`src/rtl/rom_to_ram_scaler.sv`:
```
// Streams a SRC_W x SRC_H frame from a synchronous ROM into a frame RAM with copy, replicate,
// decimate or block-average scaling at a runtime power-of-two factor.
module rom_to_ram_scaler #(
    parameter int unsigned SRC_W     = 160,
    parameter int unsigned SRC_H     = 120,
    parameter int unsigned PIX_W     = 8,
    parameter int unsigned ADDR_W    = 19,
    parameter int unsigned ROM_LAT   = 2,
    parameter int unsigned MAX_LOG2F = 2
) (
    input  logic              clk,
    input  logic              reset_n,
    input  logic              start,
    input  logic              abort,
    input  logic [1:0]        mode,
    input  logic [1:0]        fac_sel,
    output logic [ADDR_W-1:0] rom_addr,
    input  logic [PIX_W-1:0]  rom_data,
    output logic [ADDR_W-1:0] ram_wraddr,
    output logic [PIX_W-1:0]  ram_data,
    output logic              ram_wren,
    output logic [9:0]        out_w,
    output logic [9:0]        out_h,
    output logic              busy,
    output logic              done,
    output logic              err
);
    localparam int unsigned AW = PIX_W + 2 * MAX_LOG2F;
    localparam int unsigned DW = (MAX_LOG2F > 0) ? MAX_LOG2F : 1;

    typedef enum logic [1:0] {StIdle, StRun, StDrain, StDone} state_e;

    state_e             state_q, state_d;
    logic [1:0]         mode_q, mode_d, k_q, k_d;
    logic [9:0]         out_w_q, out_w_d, out_h_q, out_h_d;
    logic [9:0]         ox_q, ox_d, oy_q, oy_d;
    logic [DW-1:0]      di_q, di_d, dj_q, dj_d;
    logic [ADDR_W-1:0]  wa_q, wa_d, rom_addr_q, rom_addr_d;
    logic [ROM_LAT-1:0] pv_q, pv_d, pf_q, pf_d, pl_q, pl_d;
    logic [ADDR_W-1:0]  pa_q [ROM_LAT];
    logic [ADDR_W-1:0]  pa_d [ROM_LAT];
    logic [AW-1:0]      acc_q, acc_d;
    logic [ADDR_W-1:0]  ram_wraddr_q, ram_wraddr_d;
    logic [PIX_W-1:0]   ram_data_q, ram_data_d;
    logic               ram_wren_q, ram_wren_d, busy_q, busy_d, done_q, done_d, err_q, err_d;

    logic [DW-1:0]      bmax;
    logic               first_t, last_blk, last_px, kill, issue;
    logic [AW-1:0]      acc_sum, rnd, sum_r;

    // Source pixel for output (x, y) and block offset (i, j); i/j are zero outside average mode.
    function automatic logic [ADDR_W-1:0] src_addr(input logic [1:0] md, input logic [1:0] k,
                                                   input logic [9:0] x, input logic [9:0] y,
                                                   input logic [DW-1:0] i, input logic [DW-1:0] j);
        logic [ADDR_W-1:0] sx, sy;
        unique case (md)
            2'b01: begin
                sx = ADDR_W'(x >> k);
                sy = ADDR_W'(y >> k);
            end
            2'b10, 2'b11: begin
                sx = (ADDR_W'(x) << k) + ADDR_W'(j);
                sy = (ADDR_W'(y) << k) + ADDR_W'(i);
            end
            default: begin
                sx = ADDR_W'(x);
                sy = ADDR_W'(y);
            end
        endcase
        return sy * ADDR_W'(SRC_W) + sx;
    endfunction

    always_comb begin
        state_d = state_q;  mode_d = mode_q;  k_d = k_q;
        out_w_d = out_w_q;  out_h_d = out_h_q;
        ox_d = ox_q;  oy_d = oy_q;  di_d = di_q;  dj_d = dj_q;
        wa_d = wa_q;  rom_addr_d = rom_addr_q;  acc_d = acc_q;
        ram_wraddr_d = ram_wraddr_q;  ram_data_d = ram_data_q;  ram_wren_d = 1'b0;
        err_d = 1'b0;
        acc_sum = '0;  rnd = '0;  sum_r = '0;

        bmax     = (mode_q == 2'b11) ? DW'((32'd1 << k_q) - 32'd1) : '0;
        first_t  = (di_q == '0) && (dj_q == '0);
        last_blk = (di_q == bmax) && (dj_q == bmax);
        last_px  = last_blk && (ox_q == out_w_q - 10'd1) && (oy_q == out_h_q - 10'd1);
        kill     = abort && ((state_q == StRun) || (state_q == StDrain));
        issue    = (state_q == StRun) && !abort;

        // Tag shift register runs in lockstep with the ROM's read latency.
        for (int i = 1; i < ROM_LAT; i++) begin
            pv_d[i] = pv_q[i-1];
            pf_d[i] = pf_q[i-1];
            pl_d[i] = pl_q[i-1];
            pa_d[i] = pa_q[i-1];
        end
        pv_d[0] = issue;
        pf_d[0] = first_t;
        pl_d[0] = last_blk;
        pa_d[0] = wa_q;
        if (kill) pv_d = '0;

        if (issue) begin
            if (!last_blk) begin
                if (dj_q == bmax) begin
                    dj_d = '0;
                    di_d = di_q + DW'(1);
                end else begin
                    dj_d = dj_q + DW'(1);
                end
            end else begin
                di_d = '0;
                dj_d = '0;
                wa_d = last_px ? '0 : wa_q + ADDR_W'(1);
                if (ox_q == out_w_q - 10'd1) begin
                    ox_d = '0;
                    oy_d = (oy_q == out_h_q - 10'd1) ? 10'd0 : oy_q + 10'd1;
                end else begin
                    ox_d = ox_q + 10'd1;
                end
            end
            rom_addr_d = src_addr(mode_q, k_q, ox_d, oy_d, di_d, dj_d);
        end

        if (pv_q[ROM_LAT-1] && !kill) begin
            if (mode_q == 2'b11) begin
                acc_sum = pf_q[ROM_LAT-1] ? AW'(rom_data) : acc_q + AW'(rom_data);
                acc_d   = acc_sum;
                if (pl_q[ROM_LAT-1]) begin
                    rnd          = (k_q == 2'b00) ? '0 : AW'(1) << ({k_q, 1'b0} - 3'd1);
                    sum_r        = acc_sum + rnd;
                    ram_data_d   = PIX_W'(sum_r >> {k_q, 1'b0});
                    ram_wraddr_d = pa_q[ROM_LAT-1];
                    ram_wren_d   = 1'b1;
                end
            end else begin
                ram_data_d   = rom_data;
                ram_wraddr_d = pa_q[ROM_LAT-1];
                ram_wren_d   = 1'b1;
            end
        end

        unique case (state_q)
            StIdle: begin
                if (start) begin
                    if (32'(fac_sel) > MAX_LOG2F) begin
                        err_d = 1'b1;
                    end else begin
                        mode_d = mode;
                        k_d    = (mode == 2'b00) ? 2'b00 : fac_sel;
                        unique case (mode)
                            2'b00: begin
                                out_w_d = 10'(SRC_W);
                                out_h_d = 10'(SRC_H);
                            end
                            2'b01: begin
                                out_w_d = 10'(SRC_W) << k_d;
                                out_h_d = 10'(SRC_H) << k_d;
                            end
                            default: begin
                                out_w_d = 10'(SRC_W) >> k_d;
                                out_h_d = 10'(SRC_H) >> k_d;
                            end
                        endcase
                        ox_d = '0;  oy_d = '0;  di_d = '0;  dj_d = '0;
                        wa_d = '0;  rom_addr_d = '0;
                        state_d = StRun;
                    end
                end
            end
            StRun:   state_d = abort ? StIdle : (last_px ? StDrain : StRun);
            StDrain: state_d = abort ? StIdle : ((pv_q == '0) ? StDone : StDrain);
            default: state_d = StIdle;
        endcase

        busy_d = (state_d != StIdle);
        done_d = (state_d == StDone);
    end

    always_ff @(posedge clk or negedge reset_n) begin
        if (!reset_n) begin
            state_q <= StIdle;  mode_q <= '0;  k_q <= '0;
            out_w_q <= '0;  out_h_q <= '0;
            ox_q <= '0;  oy_q <= '0;  di_q <= '0;  dj_q <= '0;
            wa_q <= '0;  rom_addr_q <= '0;
            pv_q <= '0;  pf_q <= '0;  pl_q <= '0;  pa_q <= '{default: '0};
            acc_q <= '0;
            ram_wraddr_q <= '0;  ram_data_q <= '0;  ram_wren_q <= 1'b0;
            busy_q <= 1'b0;  done_q <= 1'b0;  err_q <= 1'b0;
        end else begin
            state_q <= state_d;  mode_q <= mode_d;  k_q <= k_d;
            out_w_q <= out_w_d;  out_h_q <= out_h_d;
            ox_q <= ox_d;  oy_q <= oy_d;  di_q <= di_d;  dj_q <= dj_d;
            wa_q <= wa_d;  rom_addr_q <= rom_addr_d;
            pv_q <= pv_d;  pf_q <= pf_d;  pl_q <= pl_d;  pa_q <= pa_d;
            acc_q <= acc_d;
            ram_wraddr_q <= ram_wraddr_d;  ram_data_q <= ram_data_d;  ram_wren_q <= ram_wren_d;
            busy_q <= busy_d;  done_q <= done_d;  err_q <= err_d;
        end
    end

    assign rom_addr   = rom_addr_q;
    assign ram_wraddr = ram_wraddr_q;
    assign ram_data   = ram_data_q;
    assign ram_wren   = ram_wren_q;
    assign out_w      = out_w_q;
    assign out_h      = out_h_q;
    assign busy       = busy_q;
    assign done       = done_q;
    assign err        = err_q;

endmodule

```
`config.mk`:
```
export PLATFORM = sky130hd
export DESIGN_NAME = rom_to_ram_scaler
export DESIGN_NICKNAME = d
export VERILOG_FILES = /design/src/rtl/rom_to_ram_scaler.sv
export SDC_FILE = /design/constraint.sdc
export NUM_CORES = 1
export LEC_CHECK = 0
export ABC_AREA = 1
export CAP_MARGIN = 40
export CORE_MARGIN = 2
export CORE_UTILIZATION = 59
export CTS_CLUSTER_DIAMETER = 200
export DETAILED_ROUTE_END_ITERATION = 8
export DONT_BUFFER_PORTS = 1
export GPL_TIMING_DRIVEN = 0
export PLACE_DENSITY = 0.86
export SKIP_LAST_GASP = 1
export SLEW_MARGIN = 40
export SYNTH_ARGS = -nofsm -noshare
export SYNTH_HDL_FRONTEND = slang
export SYNTH_SLANG_ARGS = --single-unit
export TNS_END_PERCENT = 50
```
`constraint.sdc`:
```
create_clock -name clk -period 5.7 [get_ports clk]
set_input_delay 0.57 -clock clk [delete_from_list [all_inputs] [get_ports clk]]
set_output_delay 0.57 -clock clk [all_outputs]
set_load 0.02 [all_outputs]
```
==> results.md <==
* Antenna Violating Nets Remaining at 0
* Wirelength per Cell at roughly 18 µm
* Post-Syn Instances at 1572
* Synth warn at 0
* Final Instance Area at 13140 µm²
* GPL Wtd Cong at 0.9895
* Pin count of the biggest net entering global routing at 173
* # DRC at 0
* # setup viols final at 6
* Hold_ws at 257.2 ps
* CP Class: reg2reg
* Worst r2r src: out_w[2]
* Die area at approximately 21000 µm²
* CP arrival at 6400 ps
* Final layout net count at 1714
* Worst-path fanout max at 7
* Status: finished, violations left
* Area leader, netlist: dfrtp_1
* First-pass GRT wire length at between 50000 and 60000 µm
* Top-count cell post-synth: nand2_1
* Num rows at 51
* CTS tree: yes
* Die height at 143.9 µm
* Type of destination of the critical path: flop
* WL met2 at ~16000 µm
* Post-DR vias/cell at ~5.8
* TritonCTS buffer count at 17
* # diodes at 0
* Max cap viols at 0
* Final wirelength at 33880 µm
* Root Driver: clkbuf_16
* Core area at just under 20000 µm²
* Failing checks: negative setup slack
* Top FF cell, synth: dfrtp_1
* R2r endpoint: rom_addr[18]
* Wl on met1 at 13630 µm
* Launch point of the worst path: out_w[2]
* Fin. Hold Viols at 0
* Placed Area at 11980 µm²
* Post-synthesis async set-or-reset flop share at between 90% and 100%
* Routed vias at 11150
* Synthesized area at 11550 µm²
* Worst Path Required at 6000 ps
* Yosys cell types at 66
* Top layer used by detailed routing: met4
* Filler instances at 1562
* Fraction of layout cells with a size suffix above 1 at 12.32%
* Fin crit period at between 6000 and 7000 ps
* Unrepaired setup endpoints after global routing: yes
* Area Growth Syn to Fin at 13.78%
* Tightest Hold Check Type: in2reg
* Synth top cells by count: nand2_1, dfrtp_1, inv_1
* Width of the chip at 143.9 µm
* Max incr delay on CP at 560 ps
* Gr ovfl total at 0
* Register area share after synthesis at 37.27%
* Boundary Pins at 86
* Crit path capture: rom_addr[18]
* Clk buf depth at 2
* Ranking of synthesized cells by area: dfrtp_1, nand2_1, ha_1, inv_1, o21ai_0
* Post-Place Worst Slack at -726.9 ps
* Synthesized flop and latch total at 172
* HPWL Detailed at around 24000 µm
* Number of synthesized flops with an enable pin at 0
* CTS Sinks at ~170
* Fin crit share at 107.0%
* Vias in the first global route at 10550
* Met3 Wirelength at 2527 µm
* Flop-to-flop setup slack at -400 ps
* Initial drt markers at 1050
* Antenna violations before repair at 1
* FF-to-FF path depth at 40
* Area share of the largest cell type after synthesis at 37.27%
* GRT Resource Usage Total at around 33%
* Clock latency on the worst-skew pair at roughly 450 ps
* H-tree levels at 4
* CTS clk-pin slew, worst paths at 70 ps
* Worst setup margin at -397.0 ps
* Most frequent CP cell: nand2_1
* Skew final at 15.89 ps
* Maximum clock rate at 0.1640 GHz
* Worst setup SP type: flop
* DRT Pass-1 Iters at 8
* Slew headroom at 40.33%
* PortBufs at 0
* Critical path's slowest cell: dfrtp_2
* Slew Viols, Final at 0
* Avg Inst Size Synth at 7.346 µm²
* Initial Util at between 50% and 60%
* Tightest Pin Transition at 885.7 ps
==> logic make-up after synthesis <==
family / synth area share, %
simple gates: 28.32
compound gates: 14.06
buf+inv: 8.245
flops: 37.27
fa+ha+maj: 7.151
xor+xnor: 4.832
other cells: 0.03247
mux: 0.08668
==> worst max-delay path, delay by kind of cell, from the launching register on <==
kind,cells,cell delay (ps)
XOR/XNOR,2,300
buffers and inverters,6,470
AND/OR/NAND/NOR,21,2280
adder cells (fa/ha/maj),4,1380
AO/OA/AOI/OAI,7,950
flip-flops,1,560
==> sequential cells by signal, summed over array words and instances, names as in the netlist <==
register and cells:
pa_d 19, pa_q 19, ram_wraddr 19, rom_addr 19
wa_q 19, acc_q 12, ox_q 10, oy_q 10
out_h 9, out_w 8, ram_data 8, di_q 2
dj_q 2, k_q 2, mode_q 2, pf_q 2
pl_q 2, pv_q 2, state_q 2, busy 1
done 1, err 1, ram_wren 1
==> through the flow <==
step | TNS (ps) | utilization [%] | cells
floorplan | -9.330 | - | 1575
global placement | -2271 | 61.96 | 1840
detailed placement | -2391 | 61.96 | 1840
CTS | -259.4 | 67.33 | 1906
global route | -3302 | 67.96 | 1913
finish | -938.4 | 67.96 | 1913
==> final cells by class <==
| cell class | count | area (µm²) | area share (%) |
|---|---|---|---|
| Inverter | 187 | 711.9 | 5.418 |
| Buffer | 53 | 249.0 | 1.895 |
| Clock inverter | 14 | 146.4 | 1.114 |
| Clock buffer | 18 | 439.2 | 3.342 |
| Tap cell | 265 | 331.6 | 2.523 |
| Sequential cell | 172 | 4308 | 32.78 |
| Timing Repair Buffer | 41 | 350.3 | 2.666 |
| Multi-Input combinational cell | 1163 | 6604 | 50.26 |
==> repair_timing <==
| action | 4_1_cts | 5_1_grt |
|---|---|---|
| resized for setup | 36 | 12 |
| endpoints found under the setup margin | 6 | 7 |
| buffers inserted | 33 | 5 |
| hold buffers | 1 | 1 |
| pin swaps | 35 | 17 |
| endpoints found under the hold margin | 172 | 29 |
==> per-layer routing <==
metal  GRT usage [%]  vias up
met5               0        -
met4           14.19        0
met3           7.298       96
met2           56.12      520
met1           41.41     5272
li1                -     5257
==> how the worst min path moves through the flow <==
| stage | start | end | slack, ps | cells past startpoint |
|---|---|---|---|---|
| floorplan | reset_n | acc_q[0] | 270 | 0 |
| global placement | reset_n | ram_wraddr[18] | 280 | 0 |
| detailed placement | reset_n | ram_wraddr[16] | 280 | 0 |
| CTS | reset_n | ram_wraddr[16] | 220 | 1 |
| global route | start | err | 260 | 2 |
| finish | start | err | 260 | 2 |
==> cell usage in the layout, fill, tap and decap left out, drive strengths merged, types with 12 or more instances in the layout <==
| cell type | count |
|---|---|
| nor2 | 139 |
| nor3 | 18 |
| a31oi | 12 |
| o21ai | 127 |
| clkbuf | 52 |
| nand2 | 450 |
| dfrtp | 172 |
| ha | 58 |
| a21oi | 94 |
| xor2 | 44 |
| xnor2 | 18 |
| nand4 | 20 |
| buf | 59 |
| inv | 190 |
| o211ai | 14 |
| nand3 | 100 |
Power is not shown: default switching activity piles up to over one toggle a cycle in this logic, so the estimate is an artifact.
